==> config.mk <==
export PLATFORM = sky130hd
export DESIGN_NAME = reg_bus_arbiter_flat
export DESIGN_NICKNAME = d
export VERILOG_FILES = /design/src/rtl/reg_bus_arbiter_if.sv /design/src/rtl/reg_bus_arbiter.sv /design/src/flat_wrapper.sv
export SDC_FILE = /design/constraint.sdc
export NUM_CORES = 1
export LEC_CHECK = 0
export CAP_MARGIN = 0
export CORE_AREA = 4 4 131 133
export DETAILED_ROUTE_END_ITERATION = 6
export DIE_AREA = 0 0 135 137
export GPL_TIMING_DRIVEN = 0
export HOLD_SLACK_MARGIN = 0.03
export PLACE_DENSITY = 0.76
export SETUP_SLACK_MARGIN = 0.4
export SKIP_CTS_REPAIR_TIMING = 1
export SLEW_MARGIN = 20
export SYNTH_ARGS = -nofsm -noshare
export SYNTH_HDL_FRONTEND = slang
export SYNTH_SLANG_ARGS = --single-unit
==> constraint.sdc <==
create_clock -name clk -period 4.5 [get_ports clk]
set_clock_uncertainty 0.05 [all_clocks]
set_input_delay 0.45 -clock clk [delete_from_list [all_inputs] [get_ports clk]]
set_output_delay 0.45 -clock clk [all_outputs]
set_load 0.05 [all_outputs]
==> src/rtl/reg_bus_arbiter_if.sv <==
// Bundle of requester-side and register-bus-side signals for reg_bus_arbiter.
// The master modport is the arbiter's view; slave is the surrounding environment.
interface reg_bus_arbiter_if #(
    parameter int NUM_CH     = 4,
    parameter int DATA_WIDTH = 32,
    parameter int ADDR_WIDTH = 19
);
    logic [NUM_CH-1:0]            req_valid;
    logic [NUM_CH-1:0]            req_write;
    logic [NUM_CH*ADDR_WIDTH-1:0] req_addr;
    logic [NUM_CH*DATA_WIDTH-1:0] req_wdata;
    logic [NUM_CH-1:0]            req_ready;
    logic [DATA_WIDTH-1:0]        rsp_rdata;
    logic                         rsp_err;
    logic                         bus_valid;
    logic                         bus_write;
    logic [ADDR_WIDTH-1:0]        bus_addr;
    logic [DATA_WIDTH-1:0]        bus_wdata;
    logic                         bus_ack;
    logic [DATA_WIDTH-1:0]        bus_rdata;
    logic                         busy;
    logic [7:0]                   timeout_cnt;

    modport master (
        input  req_valid, req_write, req_addr, req_wdata, bus_ack, bus_rdata,
        output req_ready, rsp_rdata, rsp_err, bus_valid, bus_write, bus_addr,
               bus_wdata, busy, timeout_cnt
    );

    modport slave (
        output req_valid, req_write, req_addr, req_wdata, bus_ack, bus_rdata,
        input  req_ready, rsp_rdata, rsp_err, bus_valid, bus_write, bus_addr,
               bus_wdata, busy, timeout_cnt
    );
endinterface

==> src/rtl/reg_bus_arbiter.sv <==
// Round-robin N-channel register-access arbiter: one single-cycle bus transaction
// at a time, completion on bus_ack or after TIMEOUT wait cycles with an error flag.
module reg_bus_arbiter #(
    parameter int          NUM_CH     = 4,
    parameter int          DATA_WIDTH = 32,
    parameter int          ADDR_WIDTH = 19,
    parameter int          TIMEOUT    = 16,
    parameter logic [31:0] ERR_DATA   = 32'hDEAD_BEEF
) (
    input  logic              clk,
    input  logic              rstn,
    reg_bus_arbiter_if.master bif
);
    localparam int CW = $clog2(NUM_CH);
    localparam int WW = $clog2(TIMEOUT + 1);
    localparam logic [DATA_WIDTH-1:0] LP_ERR_DATA = DATA_WIDTH'(ERR_DATA);

    typedef enum logic [1:0] {S_IDLE, S_ISSUE, S_WAIT, S_RESP} state_t;

    state_t                r_state, w_state;
    logic [CW-1:0]         r_grant, w_grant;
    logic [CW-1:0]         r_last, w_last;
    logic [CW-1:0]         w_pick;
    logic                  w_found;
    logic [31:0]           w_idx;
    logic                  r_write, w_write;
    logic [WW-1:0]         r_wait, w_wait, w_wait_inc;
    logic [NUM_CH-1:0]     r_req_ready, w_req_ready;
    logic [DATA_WIDTH-1:0] r_rsp_rdata, w_rsp_rdata;
    logic                  r_rsp_err, w_rsp_err;
    logic                  r_bus_valid, w_bus_valid;
    logic                  r_bus_write, w_bus_write;
    logic [ADDR_WIDTH-1:0] r_bus_addr, w_bus_addr;
    logic [DATA_WIDTH-1:0] r_bus_wdata, w_bus_wdata;
    logic                  r_busy, w_busy;
    logic [7:0]            r_tcnt, w_tcnt;

    // First asserted channel scanning upward from last+1 with wrap-around
    always_comb begin
        w_found = 1'b0;
        w_pick  = r_last;
        w_idx   = '0;
        for (int unsigned i = 0; i < NUM_CH; i++) begin
            w_idx = (32'(r_last) + i + 32'd1) % NUM_CH;
            if (!w_found && bif.req_valid[w_idx]) begin
                w_found = 1'b1;
                w_pick  = CW'(w_idx);
            end
        end
    end

    assign w_wait_inc = r_wait + 1'b1;

    // Every output is a register loaded from the next-cycle value computed here
    always_comb begin
        w_state     = r_state;
        w_grant     = r_grant;
        w_last      = r_last;
        w_write     = r_write;
        w_wait      = r_wait;
        w_req_ready = '0;
        w_rsp_rdata = r_rsp_rdata;
        w_rsp_err   = r_rsp_err;
        w_bus_valid = 1'b0;
        w_bus_write = 1'b0;
        w_bus_addr  = '0;
        w_bus_wdata = '0;
        w_tcnt      = r_tcnt;
        case (r_state)
            S_IDLE: begin
                if (w_found) begin
                    w_grant     = w_pick;
                    w_write     = bif.req_write[w_pick];
                    w_bus_valid = 1'b1;
                    w_bus_write = bif.req_write[w_pick];
                    w_bus_addr  = bif.req_addr[w_pick*ADDR_WIDTH +: ADDR_WIDTH];
                    w_bus_wdata = bif.req_wdata[w_pick*DATA_WIDTH +: DATA_WIDTH];
                    w_state     = S_ISSUE;
                end
            end
            S_ISSUE: begin
                w_wait  = '0;
                w_state = S_WAIT;
            end
            S_WAIT: begin
                // Ack takes precedence over a timeout landing in the same cycle
                if (bif.bus_ack) begin
                    w_rsp_rdata          = r_write ? '0 : bif.bus_rdata;
                    w_rsp_err            = 1'b0;
                    w_req_ready[r_grant] = 1'b1;
                    w_state              = S_RESP;
                end else if (w_wait_inc == WW'(TIMEOUT)) begin
                    w_rsp_rdata          = LP_ERR_DATA;
                    w_rsp_err            = 1'b1;
                    w_req_ready[r_grant] = 1'b1;
                    w_state              = S_RESP;
                end else begin
                    w_wait = w_wait_inc;
                end
            end
            S_RESP: begin
                w_last = r_grant;
                if (r_rsp_err && (r_tcnt != 8'hFF)) begin
                    w_tcnt = r_tcnt + 8'd1;
                end
                w_state = S_IDLE;
            end
            default: w_state = S_IDLE;
        endcase
        w_busy = (w_state != S_IDLE);
    end

    always_ff @(posedge clk or negedge rstn) begin
        if (!rstn) begin
            r_state     <= S_IDLE;
            r_grant     <= '0;
            r_last      <= CW'(NUM_CH - 1);
            r_write     <= 1'b0;
            r_wait      <= '0;
            r_req_ready <= '0;
            r_rsp_rdata <= '0;
            r_rsp_err   <= 1'b0;
            r_bus_valid <= 1'b0;
            r_bus_write <= 1'b0;
            r_bus_addr  <= '0;
            r_bus_wdata <= '0;
            r_busy      <= 1'b0;
            r_tcnt      <= '0;
        end else begin
            r_state     <= w_state;
            r_grant     <= w_grant;
            r_last      <= w_last;
            r_write     <= w_write;
            r_wait      <= w_wait;
            r_req_ready <= w_req_ready;
            r_rsp_rdata <= w_rsp_rdata;
            r_rsp_err   <= w_rsp_err;
            r_bus_valid <= w_bus_valid;
            r_bus_write <= w_bus_write;
            r_bus_addr  <= w_bus_addr;
            r_bus_wdata <= w_bus_wdata;
            r_busy      <= w_busy;
            r_tcnt      <= w_tcnt;
        end
    end

    assign bif.req_ready   = r_req_ready;
    assign bif.rsp_rdata   = r_rsp_rdata;
    assign bif.rsp_err     = r_rsp_err;
    assign bif.bus_valid   = r_bus_valid;
    assign bif.bus_write   = r_bus_write;
    assign bif.bus_addr    = r_bus_addr;
    assign bif.bus_wdata   = r_bus_wdata;
    assign bif.busy        = r_busy;
    assign bif.timeout_cnt = r_tcnt;
endmodule

==> src/flat_wrapper.sv <==
// flat-port wrapper written by rule: the top's interface ports become plain ports
module reg_bus_arbiter_flat 
#(
    parameter int          NUM_CH     = 4,
    parameter int          DATA_WIDTH = 32,
    parameter int          ADDR_WIDTH = 19,
    parameter int          TIMEOUT    = 16,
    parameter logic [31:0] ERR_DATA   = 32'hDEAD_BEEF
)
  (clk, rstn, bif_req_valid, bif_req_write, bif_req_addr, bif_req_wdata, bif_bus_ack, bif_bus_rdata, bif_req_ready, bif_rsp_rdata, bif_rsp_err, bif_bus_valid, bif_bus_write, bif_bus_addr, bif_bus_wdata, bif_busy, bif_timeout_cnt);
  reg_bus_arbiter_if #(.NUM_CH(NUM_CH), .DATA_WIDTH(DATA_WIDTH), .ADDR_WIDTH(ADDR_WIDTH)) bif_i ();
  input  logic clk;
  input  logic rstn;
  input wire logic [$bits(bif_i.req_valid)-1:0] bif_req_valid;
  input wire logic [$bits(bif_i.req_write)-1:0] bif_req_write;
  input wire logic [$bits(bif_i.req_addr)-1:0] bif_req_addr;
  input wire logic [$bits(bif_i.req_wdata)-1:0] bif_req_wdata;
  input wire logic [$bits(bif_i.bus_ack)-1:0] bif_bus_ack;
  input wire logic [$bits(bif_i.bus_rdata)-1:0] bif_bus_rdata;
  output wire logic [$bits(bif_i.req_ready)-1:0] bif_req_ready;
  output wire logic [$bits(bif_i.rsp_rdata)-1:0] bif_rsp_rdata;
  output wire logic [$bits(bif_i.rsp_err)-1:0] bif_rsp_err;
  output wire logic [$bits(bif_i.bus_valid)-1:0] bif_bus_valid;
  output wire logic [$bits(bif_i.bus_write)-1:0] bif_bus_write;
  output wire logic [$bits(bif_i.bus_addr)-1:0] bif_bus_addr;
  output wire logic [$bits(bif_i.bus_wdata)-1:0] bif_bus_wdata;
  output wire logic [$bits(bif_i.busy)-1:0] bif_busy;
  output wire logic [$bits(bif_i.timeout_cnt)-1:0] bif_timeout_cnt;
  assign bif_i.req_valid = bif_req_valid;
  assign bif_i.req_write = bif_req_write;
  assign bif_i.req_addr = bif_req_addr;
  assign bif_i.req_wdata = bif_req_wdata;
  assign bif_i.bus_ack = bif_bus_ack;
  assign bif_i.bus_rdata = bif_bus_rdata;
  assign bif_req_ready = bif_i.req_ready;
  assign bif_rsp_rdata = bif_i.rsp_rdata;
  assign bif_rsp_err = bif_i.rsp_err;
  assign bif_bus_valid = bif_i.bus_valid;
  assign bif_bus_write = bif_i.bus_write;
  assign bif_bus_addr = bif_i.bus_addr;
  assign bif_bus_wdata = bif_i.bus_wdata;
  assign bif_busy = bif_i.busy;
  assign bif_timeout_cnt = bif_i.timeout_cnt;
  reg_bus_arbiter #(.NUM_CH(NUM_CH), .DATA_WIDTH(DATA_WIDTH), .ADDR_WIDTH(ADDR_WIDTH), .TIMEOUT(TIMEOUT), .ERR_DATA(ERR_DATA)) u_core (.clk(clk), .rstn(rstn), .bif(bif_i));
endmodule
==> impl_metrics.toml <==
[run_status]
outcome = "finished, final reports clean"

[global_routing]
grt_usage = 0.203
grt_pass1_vias = 5306
antenna_found_initial = 0
grt_max_degree = 66
grt_pass1_wl_mm = 28.7
grt-ovfl-total = 0

[floorplanning]
fp.dieH_um = 137
design.portCount = 346
die_w_um = 135
initial_utilization = 0.351
die_area_sq_mm = 0.0185
std_cell_rows = 46
design.core.area_sq_mm = 0.0158

[setup_path]
max_stage_delay_ns = 0.56
cp_top_family = "buffers and inverters"
cp_data_arrival_time_ns = 2.65
cp.required_ns = 4.63
cp_num_buf_inv = 3
critical_path_class = "input pin to flop"
crit_path_start_kind = "input pin"
cp_max_fo = 10
crit_path_cell_trace = "clkdlybuf4s50_1 -> o41ai_4 -> inv_2 -> nand2_1 -> clkbuf_1 -> o22ai_1"
critPathCaptureType = "flop"
cpMaxStageDelayCell = "o41ai_4"

[clocking]
ctsLongestPathBuffers = 2
clk_latency_ns = 0.35
cts_htree_levels = 3
cts_sinks = 111
numCtsBuffers = 9
cts_tree = "yes"
clkTransAtPathRegs_ns = 0.07
cts-root-buf = "clkbuf_16"

[sta]
final.min_clock_period_ns = 2.52
fin_crit_sh = 0.560
max-slew-margin-rel = 0.604
fmax_ghz = 0.397
slew_violations = 0
worst_slew_pin_slew_ns = 0.594
setup_viol = 0
rsz0062_at_grt = "no"
final_hold_viol_count = 0
finalSetupTns_ns = 0

[logic_synthesis]
yosysWarnings = 0
ys_seq_area_frac = 0.500
ys_top_cells_by_count = "109 x dfrtp_1, 104 x mux2i_1, 52 x o22ai_1"
synth_edf_count = 0
async_reset_ff_frac = 1.00
postSynthAreaPerCell_sq_um = 12.2
synth_top_area_cell = "dfrtp_1"
yosysMostFrequentCell = "dfrtp_1"
postSynthNetCount = 709
synth_seq_cells = 111
synth_cells = 456
synthTopCellsByArea = "dfrtp_1 49%, mux2i_1 19%, o22ai_1 5.8%"
synth.top_cell.area_share = 0.490
netlist_area_sq_mm = 0.00556
synth_flop_cell = "dfrtp_1"
synth_cell_types = 49

[drt]
wl_mm = 20.0
first_pass_iters = 5
vias = 5112
postRouteAntennaNets = 0
routedWlPerCell_um = 19.3
drt_iter0_markers = 245
drc_errors = 0
vias_per_cell = 4.94

[hold_path]
hp-class = "flop to flop"

[place]
io_buffers = 345
place_congestion = 0.879
dpl.cell_count = 1018
hpwl_mm = 16.4

[power_and_ir_drop]
ir_worst_vdd_uv = 288
leakage_nw = 4.12
power_density_mw_per_mm2 = 677
finalPower_mw = 6.51

[finish]
area_growth_pct = 72.7
drive_above_1_share = 0.0598
nNetsFinal = 1067
stdcell_count = 1035
antenna_cells = 0

[flow_run]
maxCapViolCount = 0
==> state kept, by name (all words and copies together) (netlist names), 2 cells and up <==
register,count
u_core.bif.bus_wdata,32
u_core.r_wait,5
u_core.bif.timeout_cnt,8
u_core.r_state,2
u_core.bif.rsp_rdata,32
u_core.r_last,2
u_core.r_grant,2
u_core.bif.bus_addr,19
u_core.bif.req_ready,4
==> cell type report <==
class | instances | area (sq um)
fill | 1262 | 6220
timing repair buffer | 347 | 3490
sequential | 111 | 2780
multi-input combinational | 308 | 2450
buffer | 30 | 305
tap | 216 | 270
clock buffer | 10 | 229
clock inverter | 6 | 52.6
inverter | 7 | 26.3
==> stage by stage <==
step	utilization	instance area [sq um]	hold slack, ns	setup WS [ns]
2_1_floorplan	-	5560	0.104	2.58
3_3_place_gp	0.587	9290	0.441	-1.18
3_5_place_dp	0.589	9320	0.361	1.65
4_1_cts	0.606	9600	-0.0280	2.02
5_1_grt	0.607	9610	0.473	1.86
6_report	0.607	9610	0.460	1.98
==> layer usage <==
metal / vias up / track usage / part of all wire
met4: 0 / 0.0778 / 0.024
met2: 229 / 0.352 / 0.51
met1: 2420 / 0.241 / 0.39
met3: 34 / 0.0548 / 0.079
li1: 2429 / - / -
met5: - / 0 / 0
==> power breakdown <==
group	internal (mW)	switching (mW)
Sequential	1.42	0.209
Combinational	1.63	2.48
Clock	0.386	0.382
Total	3.44	3.07
==> cell usage in the layout, fill, tap and decap left out, drive strengths merged, types with 2 or more instances in the layout <==
cell type and count:
clkdlybuf4s50 344, dfrtp 109, mux2i 104, o22ai 52, nor2b 27, o22a 24
nand2 20, clkbuf 19, buf 19, inv 10, a22o 8, nor2 7
ha 6, nand2b 5, a21oi 5, nor3 5, nand3 5, xnor2 5
bufbuf 4, o21ai 4, and3 3, a31oi 3, nor3b 2, nor4 2
mux2 2, xor2 2, dfstp 2, a211oi 2, clkinv 2
==> cells by family after synthesis <==
| family | synth area share |
|---|---|
| buf+inv | 0.0596 |
| compound gates | 0.148 |
| simple gates | 0.0774 |
| flops | 0.500 |
| fa+ha+maj | 0.0135 |
| mux | 0.191 |
| xor+xnor | 0.0110 |
==> final timing paths <==
kind | slack (ns) | from | cells past startpoint | to
setup / recovery | 1.98 | bif_req_valid[1] | 6 | u_core.bif.bus_addr[2]
hold / removal | 0.46 | u_core.bif.rsp_rdata[0] | 1 | u_core.bif.rsp_rdata[0]
setup reg to reg | 2.12 | u_core.r_last[1] | 7 | u_core.bif.bus_addr[2]
hold reg to reg | 0.46 | u_core.bif.rsp_rdata[0] | 1 | u_core.bif.rsp_rdata[0]
max in group asynchronous | 3.16 | rstn | 3 | u_core.r_last[1]
min in group asynchronous | 0.54 | rstn | 2 | u_core.bif.bus_addr[3]
==> worst register-to-register path: cells and delay by family, from the launching register on <==
family	cells	cell delay, ns
AO/OA/AOI/OAI	2	0.50
AND/OR/NAND/NOR	3	0.49
buffers and inverters	2	0.63
flip-flops	1	0.53
(Power assumes the default switching activity.)
